$ cat config.mk
export PLATFORM = sky130hd
export DESIGN_NAME = urna_screen_sequencer
export DESIGN_NICKNAME = d
export VERILOG_FILES = /design/src/rtl/urna_screen_sequencer.sv
export SDC_FILE = /design/constraint.sdc
export NUM_CORES = 1
export LEC_CHECK = 0
export CORE_ASPECT_RATIO = 1.25
export CORE_MARGIN = 2
export CORE_UTILIZATION = 34
export DETAILED_ROUTE_END_ITERATION = 12
export SYNTH_ARGS = -nofsm -noshare
export SYNTH_HDL_FRONTEND = slang
export SYNTH_SLANG_ARGS = --single-unit
$ cat constraint.sdc
create_clock -name iCLK -period 4.2 [get_ports iCLK]
set_clock_uncertainty 0.05 [all_clocks]
set_input_delay 0.42 -clock iCLK [delete_from_list [all_inputs] [get_ports iCLK]]
set_output_delay 0.42 -clock iCLK [all_outputs]
set_load 0.01 [all_outputs]
$ cat src/rtl/urna_screen_sequencer.sv
// Voting-machine front-end sequencer: keypad/button FSM, per-candidate tallies and
// LCD redraw control (pulses the LCD content block's reset on every screen change).
module urna_screen_sequencer #(
  parameter int unsigned REDRAW_CYCLES = 10_500_000,
  parameter int unsigned RST_PULSE     = 16,
  parameter int unsigned DONE_HOLD     = 100_000_000,
  parameter int unsigned CNT_W         = 8
) (
  input  logic             iCLK,
  input  logic             iRST_N,
  input  logic             iKEY_VALID,
  input  logic [3:0]       iKEY_DIGIT,
  input  logic             iCONFIRM,
  input  logic             iCANCEL,
  input  logic             iSHOW_RESULT,
  input  logic [2:0]       iTALLY_SEL,
  output logic [2:0]       oSCREEN,
  output logic [7:0]       oDIGITS,
  output logic             oLCD_RST_N,
  output logic             oBUSY,
  output logic [CNT_W-1:0] oTALLY
);

  localparam logic [2:0] ST_WELCOME = 3'd0;
  localparam logic [2:0] ST_DIGIT1  = 3'd1;
  localparam logic [2:0] ST_DIGIT2  = 3'd2;
  localparam logic [2:0] ST_ASK     = 3'd3;
  localparam logic [2:0] ST_DONE    = 3'd4;
  localparam logic [2:0] ST_RESULT  = 3'd5;

  localparam logic [23:0]      LP_REDRAW    = 24'(REDRAW_CYCLES);
  localparam logic [23:0]      LP_RST_PULSE = 24'(RST_PULSE);
  localparam logic [31:0]      LP_HOLD_LAST = 32'(DONE_HOLD - 1);
  localparam logic [CNT_W-1:0] LP_CNT_MAX   = '1;

  logic [2:0]       r_state;
  logic [2:0]       r_screen;
  logic [7:0]       r_digits;
  logic [23:0]      r_redraw_cnt;
  logic             r_busy;
  logic             r_lcd_rst_n;
  logic [31:0]      r_hold_cnt;
  logic [CNT_W-1:0] r_tally [5];
  logic [CNT_W-1:0] r_tally_out;

  logic             w_key_ok;
  logic             w_ev_cancel;
  logic             w_ev_confirm;
  logic             w_ev_show;
  logic             w_ev_key;
  logic             w_hold_done;
  logic [2:0]       w_state_d;
  logic [7:0]       w_digits_d;
  logic [2:0]       w_screen_d;
  logic             w_vote;
  logic [2:0]       w_vote_idx;
  logic             w_redraw_start;
  logic [23:0]      w_redraw_inc;
  logic [CNT_W+2:0] w_sum;
  logic [CNT_W-1:0] w_total;
  logic [CNT_W-1:0] w_tally_sel;

  function automatic logic [2:0] screen_of(input logic [2:0] st);
    case (st)
      ST_WELCOME: screen_of = 3'd0;
      ST_DIGIT1:  screen_of = 3'd1;
      ST_DIGIT2:  screen_of = 3'd1;
      ST_ASK:     screen_of = 3'd2;
      ST_DONE:    screen_of = 3'd3;
      ST_RESULT:  screen_of = 3'd7;
      default:    screen_of = 3'd0;
    endcase
  endfunction

  // Strict priority: only the highest-priority pending event is considered.
  always_comb begin
    w_key_ok     = iKEY_VALID && (iKEY_DIGIT <= 4'd9);
    w_ev_cancel  = !r_busy && iCANCEL;
    w_ev_confirm = !r_busy && !iCANCEL && iCONFIRM;
    w_ev_show    = !r_busy && !iCANCEL && !iCONFIRM && iSHOW_RESULT;
    w_ev_key     = !r_busy && !iCANCEL && !iCONFIRM && !iSHOW_RESULT && w_key_ok;
    w_hold_done  = (r_state == ST_DONE) && !r_busy && (r_hold_cnt == LP_HOLD_LAST);
  end

  always_comb begin
    w_state_d  = r_state;
    w_digits_d = r_digits;
    w_vote     = 1'b0;
    case (r_state)
      ST_WELCOME: begin
        if (w_ev_confirm) begin
          w_state_d  = ST_DIGIT1;
          w_digits_d = 8'hFF;
        end else if (w_ev_show) begin
          w_state_d = ST_RESULT;
        end
      end
      ST_DIGIT1: begin
        if (w_ev_cancel) begin
          w_digits_d = 8'hFF;
        end else if (w_ev_key) begin
          w_state_d  = ST_DIGIT2;
          w_digits_d = {iKEY_DIGIT, r_digits[3:0]};
        end
      end
      ST_DIGIT2: begin
        if (w_ev_cancel) begin
          w_state_d  = ST_DIGIT1;
          w_digits_d = 8'hFF;
        end else if (w_ev_key) begin
          w_state_d  = ST_ASK;
          w_digits_d = {r_digits[7:4], iKEY_DIGIT};
        end
      end
      ST_ASK: begin
        if (w_ev_cancel) begin
          w_state_d  = ST_DIGIT1;
          w_digits_d = 8'hFF;
        end else if (w_ev_confirm) begin
          w_state_d = ST_DONE;
          w_vote    = 1'b1;
        end
      end
      ST_DONE: begin
        if (w_hold_done) begin
          w_state_d  = ST_WELCOME;
          w_digits_d = 8'hFF;
        end
      end
      ST_RESULT: begin
        if (w_ev_cancel) begin
          w_state_d = ST_WELCOME;
        end
      end
      default: begin
        w_state_d  = ST_WELCOME;
        w_digits_d = 8'hFF;
      end
    endcase
    w_screen_d     = screen_of(w_state_d);
    w_redraw_start = (w_screen_d != r_screen);
    w_redraw_inc   = r_redraw_cnt + 24'd1;
  end

  // 11/22/33/44 map to candidates 1-4 (index 0-3); everything else is a null vote.
  always_comb begin
    w_vote_idx = 3'd4;
    if ((r_digits[7:4] == r_digits[3:0]) && (r_digits[7:4] >= 4'd1) &&
        (r_digits[7:4] <= 4'd4)) begin
      w_vote_idx = 3'(r_digits[7:4] - 4'd1);
    end
  end

  always_ff @(posedge iCLK or negedge iRST_N) begin
    if (!iRST_N) begin
      r_state  <= ST_WELCOME;
      r_screen <= 3'd0;
      r_digits <= 8'hFF;
    end else begin
      r_state  <= w_state_d;
      r_screen <= w_screen_d;
      r_digits <= w_digits_d;
    end
  end

  // A screen change can only be requested while idle, so restarting here never cuts a redraw.
  always_ff @(posedge iCLK or negedge iRST_N) begin
    if (!iRST_N) begin
      r_redraw_cnt <= 24'd0;
      r_busy       <= 1'b1;
      r_lcd_rst_n  <= 1'b0;
    end else if (w_redraw_start) begin
      r_redraw_cnt <= 24'd0;
      r_busy       <= 1'b1;
      r_lcd_rst_n  <= 1'b0;
    end else if (r_busy) begin
      r_redraw_cnt <= w_redraw_inc;
      r_lcd_rst_n  <= (w_redraw_inc >= LP_RST_PULSE);
      r_busy       <= (w_redraw_inc < LP_REDRAW);
    end
  end

  always_ff @(posedge iCLK or negedge iRST_N) begin
    if (!iRST_N) begin
      r_hold_cnt <= 32'd0;
    end else if (r_state != ST_DONE) begin
      r_hold_cnt <= 32'd0;
    end else if (!r_busy) begin
      r_hold_cnt <= r_hold_cnt + 32'd1;
    end
  end

  always_ff @(posedge iCLK or negedge iRST_N) begin
    if (!iRST_N) begin
      for (int i = 0; i < 5; i++) begin
        r_tally[i] <= '0;
      end
    end else if (w_vote && (r_tally[w_vote_idx] != LP_CNT_MAX)) begin
      r_tally[w_vote_idx] <= r_tally[w_vote_idx] + 1'b1;
    end
  end

  always_comb begin
    w_sum = '0;
    for (int i = 0; i < 5; i++) begin
      w_sum = w_sum + {3'b000, r_tally[i]};
    end
    w_total = (w_sum > {3'b000, LP_CNT_MAX}) ? LP_CNT_MAX : w_sum[CNT_W-1:0];
  end

  always_comb begin
    w_tally_sel = '0;
    case (iTALLY_SEL)
      3'd0:    w_tally_sel = r_tally[0];
      3'd1:    w_tally_sel = r_tally[1];
      3'd2:    w_tally_sel = r_tally[2];
      3'd3:    w_tally_sel = r_tally[3];
      3'd4:    w_tally_sel = r_tally[4];
      3'd5:    w_tally_sel = w_total;
      default: w_tally_sel = '0;
    endcase
  end

  always_ff @(posedge iCLK or negedge iRST_N) begin
    if (!iRST_N) begin
      r_tally_out <= '0;
    end else begin
      r_tally_out <= w_tally_sel;
    end
  end

  assign oSCREEN    = r_screen;
  assign oDIGITS    = r_digits;
  assign oLCD_RST_N = r_lcd_rst_n;
  assign oBUSY      = r_busy;
  assign oTALLY     = r_tally_out;

endmodule

== Word-level counts from Yosys, hierarchy flattened ==
Index checks and enable logic that the tools add are counted.

* Flip-flop bits (word level): 120
* Input bits: 13
* Output and inout bits: 21
* Logic and storage cells: 124

* Add/subtract/negate cells: 8
* Order comparisons: 8
* Equality and inequality tests: 28
* Multiplexer cells: 40
* Bitwise logic cells: 2
* Reduce and logical (&&, ||, !) cells: 24

{| class="wikitable"
|+ Operators by type and width
! operator !! count
|-
| case mux 8 bit (6 select lines) || 2
|-
| 2-to-1 mux 8 bit || 10
|-
| 2-to-1 mux 32 bit || 2
|-
| 2-to-1 mux 24 bit || 2
|-
| bitwise mux 40 bit || 1
|-
| 2-to-1 mux 3 bit || 11
|-
| adder 32 x 1 -> 32 bit, second input constant || 1
|-
| == test 32 x 27 -> 1 bit, second input constant || 1
|-
| adder 24 x 1 -> 24 bit, second input constant || 1
|-
| binary-select mux 8 bit (select 3 bit) || 1
|-
| demux 8 bit (select 3 bit) || 1
|-
| greater-or-equal comparator 24 x 5 -> 1 bit, second input constant || 1
|-
| less-than comparator 24 bit, second input constant || 1
|-
| == test 3 x 2 -> 1 bit, second input constant || 6
|-
| == test 3 bit, second input constant || 6
|-
| case mux 3 bit (6 select lines) || 1
|-
| logical AND 1 bit || 14
|-
| case mux 3 bit (4 select lines) || 1
|-
| AND reduction 6 bit || 2
|-
| adder 10 x 8 -> 11 bit || 1
|-
| adder 11 x 8 -> 11 bit || 1
|-
| > comparator 11 x 8 -> 1 bit, second input constant || 1
|-
| adder 9 x 8 -> 10 bit || 1
|-
| inequality test 2 bit, second input constant || 5
|-
| other kinds (22) || 36
|}

== Depth between registers and ports, before layout ==
* Depth after elaboration: 13
* Mapped depth: 15

== Least setup slack after synthesis ==
No wires, ideal clock.

* Kind: reg-to-reg
* From: reg r_tally[1] (netlist bit)
* To: reg r_tally_out[1], in the netlist oTALLY[1]
* Library setup time: 0.127 ns
* Arrival: 3.808 ns
* Setup slack: 0.215 ns
* Stages on the path, launching flop included: 15
* Path buffers: 0
* Cells stage by stage: dfrtp_1 -> inv_1 -> fa_1 -> fa_1 -> inv_1 -> fa_1 -> ha_1 -> fa_1 -> a21o_1 -> a21oi_1 -> nor2b_1 -> o21a_1 -> o32a_1 -> a211oi_1 -> o21ai_0

* Cells in the longest elaborated chain, start to end: 4

{| class="wikitable"
|+ RTL lines
! item !! line !! source
|-
| start: declaration || 43 || <nowiki>logic [CNT_W-1:0] r_tally [5];</nowiki>
|-
| start signal: indexed assignment || 199 || <nowiki>r_tally[w_vote_idx] <= r_tally[w_vote_idx] + 1'b1;</nowiki>
|-
| adder 11 x 8 -> 11 bit || 206 || <nowiki>w_sum = w_sum + {3'b000, r_tally[i]};</nowiki>
|-
| > comparator 11 x 8 -> 1 bit || 208 || <nowiki>w_total = (w_sum > {3'b000, LP_CNT_MAX}) ? LP_CNT_MAX : w_sum[CNT_W-1:0];</nowiki>
|-
| 2-to-1 mux 8 bit || 208 ||
|-
| case mux 8 bit (6 select lines) * || 213 || <nowiki>case (iTALLY_SEL)</nowiki>
|-
| net w_tally_sel[1] || 61 || <nowiki>logic [CNT_W-1:0] w_tally_sel;</nowiki>
|-
| end signal: assignment || 228 || <nowiki>r_tally_out <= w_tally_sel;</nowiki>
|-
| end: declaration || 44 || <nowiki>logic [CNT_W-1:0] r_tally_out;</nowiki>
|}

The timed path passes the listed nets; every way through them passes the cells marked *.
A chain may end at the register's enable or synchronous reset.

== Worst setup path in the final report ==
* From: reg r_tally[1] (netlist bit)
* To: reg r_tally_out[0], in the netlist oTALLY[0]

* Cells in the longest elaborated chain, start to end: 4

{| class="wikitable"
|+ RTL lines
! item !! line
|-
| adder 11 x 8 -> 11 bit || 206
|-
| > comparator 11 x 8 -> 1 bit || 208
|-
| 2-to-1 mux 8 bit || 208
|-
| case mux 8 bit (6 select lines) || 213
|-
| net w_tally_sel[0] || 61
|}

The timed path passes the listed nets, and every way through them passes these cells.

==> impl_metrics.env <==
export IMPL_drt_iter0_drc=305
export IMPL_initial_core_util_pct=34.76
export IMPL_drc_errors=0
export IMPL_cap_violations=0
export IMPL_cts_max_path_buffers=2
export IMPL_synth_nets=877
export IMPL_row_count=62
export IMPL_finalCritPeriodShare_pct=97.09
export IMPL_r2r_setup_slack_ps=120
export IMPL_portBuffers=33
export IMPL_grt_pass1_vias=6195
export IMPL_cpPeakStageDelay_ps=510
export IMPL_startpoint_type="flip-flop"
export IMPL_finalPower_uw=3443
export IMPL_fin_util_pct=40.37
export IMPL_power_leakage_uw=0.003882
export IMPL_fin_nets=913
export IMPL_min_period_ps=4078
export IMPL_hold_viol_final=0
export IMPL_syn_avg_cell_area_sq_um=9.730
export IMPL_viasPerCell=5.410
export IMPL_grt_first_pass_wirelength_um=32310
export IMPL_clock_sinks=120
export IMPL_antenna_cells=0
export IMPL_clock_fmax_mhz=245.2
export IMPL_grt_max_degree=74
export IMPL_numCtsBuffers=17
export IMPL_tns_ps=0
export IMPL_die_area_sq_mm=0.02480
export IMPL_track_usage_pct=16.42
export IMPL_timing_rr_start="r_tally[1]"
export IMPL_wire_per_inst_um=16.81
export IMPL_crit_top_cell="fa_1"
export IMPL_worst_pin_slew_ps=1019
export IMPL_drive_gt1_share_pct=12.61
export IMPL_slew_viol_final=0
export IMPL_core_area_sq_mm=0.02304
export IMPL_critPathKind="reg2reg"
export IMPL_synth_edff_count=0
export IMPL_maxSlewHeadroom_pct=32.06
export IMPL_grt_setup_unrepaired="yes"
export IMPL_grt_ovfl_total=0
export IMPL_synthArstFlopShare_pct=100.0
export IMPL_ys_seq_elements=120
export IMPL_cp_max_fo=6
export IMPL_antenna_found_initial=0
export IMPL_cts_hold_buffers=0
export IMPL_cp_num_buf_inv=2
export IMPL_dp_hpwl_um=14260
export IMPL_vdd_drop_max_mv=0.2794
export IMPL_ant_nets=0
export IMPL_fp_dieW_um=141.3
export IMPL_drtPass1Iterations=5
export IMPL_place_inst=1128
export IMPL_outcome="finished clean"
export IMPL_ys_seq_area_share_pct=37.64
export IMPL_worst_hold_path_type="in2async"
export IMPL_worstPathArrival_ps=4330
export IMPL_power_per_cell_area_mw_per_mm2=370.1
export IMPL_cts_root_buffer="clkbuf_16"
export IMPL_die_h_um=175.6
export IMPL_end_kind="flip-flop"
export IMPL_critPathLaunch="r_tally[1]"
export IMPL_synth_main_ff_cell="dfrtp_1"
export IMPL_cts_clk_slew_worst_paths_ps=60
export IMPL_via_count=6276
export IMPL_setup_viol=0
export IMPL_cts_tree="yes"
export IMPL_stdcell_count=1160
export IMPL_h_tree_depth=4
export IMPL_synth_area_sq_mm=0.008008
export IMPL_ys_warn_count=0
export IMPL_drt_wl_total_um=19500
export IMPL_syn_to_final_growth_pct=16.16
export IMPL_crit_path_top_delay_cell="fa_1"
export IMPL_insertion_delay_ps=420
export IMPL_io_pins=34
export IMPL_yosysUniqueCellTypes=85
export IMPL_crit_chain="inv_1, fa_1, fa_1, inv_1, fa_1, ha_1, fa_2, a21o_1, a21oi_2, nor2b_1, o21a_1, o32a_4, a211oi_1, o21ai_0"
export IMPL_postCtsSetupBuffers=0
export IMPL_netlist_instances=823
export IMPL_path_delay_family="adder cells"
export IMPL_worst_ep_required_time_ps=4460
export IMPL_place_gp_congestion=0.8289
-- metal layers --
metal,track usage [%],part of all wire (%),vias to the layer above
met5,0,0,-
met4,6.083,2.3,0
met3,3.162,3.4,33
met2,27.57,50,132
met1,21.03,45,3108
li1,-,-,3003
-- stage by stage --
step	area (sq um)	hold WS (ps)	setup WS [ps]
after global placement	8687	441.3	62.59
after global routing	9301	184.7	-30.02
after floorplan	8008	74.41	214.9
final	9301	89.54	122.3
after CTS	9264	147.1	29.05
after detailed placement	8687	452.9	-1.131
-- cells in the mapped netlist (all sizes together) (3+ instances only) --
master	n	area, sq um
a211oi	10	75.07
a21o	5	37.54
a21oi	27	138.9
a22o	5	43.79
a22oi	6	50.05
a31oi	7	43.79
a32oi	3	26.28
and2	5	31.28
and3	7	43.79
and4	7	62.56
buf	10	66.31
clkbuf	24	90.09
dfrtp	111	2778
dfstp	9	236.5
fa	23	460.4
ha	18	225.2
inv	73	274.0
mux2	17	198.9
mux2i	10	100.1
mux4	14	315.3
nand2	41	153.9
nand2b	5	31.28
nand3	34	175.2
nand4	27	168.9
nor2	97	389.1
nor2b	6	37.54
nor3	23	137.6
nor3b	8	60.06
nor4	6	43.79
nor4b	5	65.06
o21ai	35	175.2
o22a	4	35.03
o22ai	4	31.28
o2bb2ai	7	61.31
o31ai	7	93.84
or2	4	25.03
or3	11	68.82
or4	5	41.29
xnor2	25	219.0
xor2	44	385.4
-- cell families (layout without fill, tap and decap cells) --
| family | Yosys count | in the layout | synth area share (%) |
|---|---|---|---|
| AOI/OAI and AO/OA | 145 | 145 | 13.08 |
| muxes | 41 | 41 | 7.672 |
| and+or+nand+nor | 299 | 299 | 20.08 |
| adders and majority gates | 41 | 41 | 8.563 |
| xor gates and xnor gates | 69 | 69 | 7.547 |
| DFF | 120 | 120 | 37.64 |
| buffers and inverters | 108 | 157 | 5.422 |
-- cell type report --
cell class,instances,area (sq um)
Fill cell,2236,13740
Multi-Input combinational cell,595,4597
Sequential cell,120,3014
Timing Repair Buffer,51,475.5
Clock buffer,17,425.4
Tap cell,288,360.3
Inverter,74,277.8
Clock inverter,15,151.4
-- cell usage in the layout (no fill, tap or decap), types with 6 or more instances in the layout --
cell type,n
nor2_1,93
inv_1,72
o21ai_1,6
buf_4,18
clkbuf_16,17
and3_1,7
nand4_1,27
mux2_1,13
a31oi_1,7
a211oi_1,7
xnor2_1,25
mux4_2,14
o2bb2ai_1,7
or3_1,11
nand2_1,41
and4_1,6
o21ai_0,29
fa_1,22
nand3_1,33
nor2b_1,6
nor3_1,21
nor3b_1,8
a21oi_1,24
dfstp_2,9
clkdlybuf4s50_1,32
xor2_1,44
ha_1,18
dfrtp_1,111
mux2i_1,10
-- power breakdown --
| part | switching [uW] | internal [uW] |
|---|---|---|
| Combinational | 404 | 276 |
| Clock | 570 | 873 |
| Sequential | 95.5 | 1220 |
| Total | 1070 | 2370 |
-- worst paths after layout --
kind                       depth (start not counted)     endpoint
setup / recovery                                  14    oTALLY[0]
max in group asynchronous                          2   oDIGITS[2]
min in group iCLK                                  1  r_tally[35]
hold / removal                                     1  r_tally[24]
hold reg to reg                                    1  r_tally[35]
setup reg to reg                                  14    oTALLY[0]
-- flip-flops by register name, summed over array words and instances (netlist names) --
name          flops
oBUSY             1
oDIGITS           8
oLCD_RST_N        1
oSCREEN           3
oTALLY            8
r_hold_cnt       32
r_redraw_cnt     24
r_state           3
r_tally          40
-- timing repair --
item,4_1_cts,5_1_grt
pin swaps,1,2
resized for setup,0,9
endpoints found under the setup margin,2,7
(Power assumes the default switching activity.)
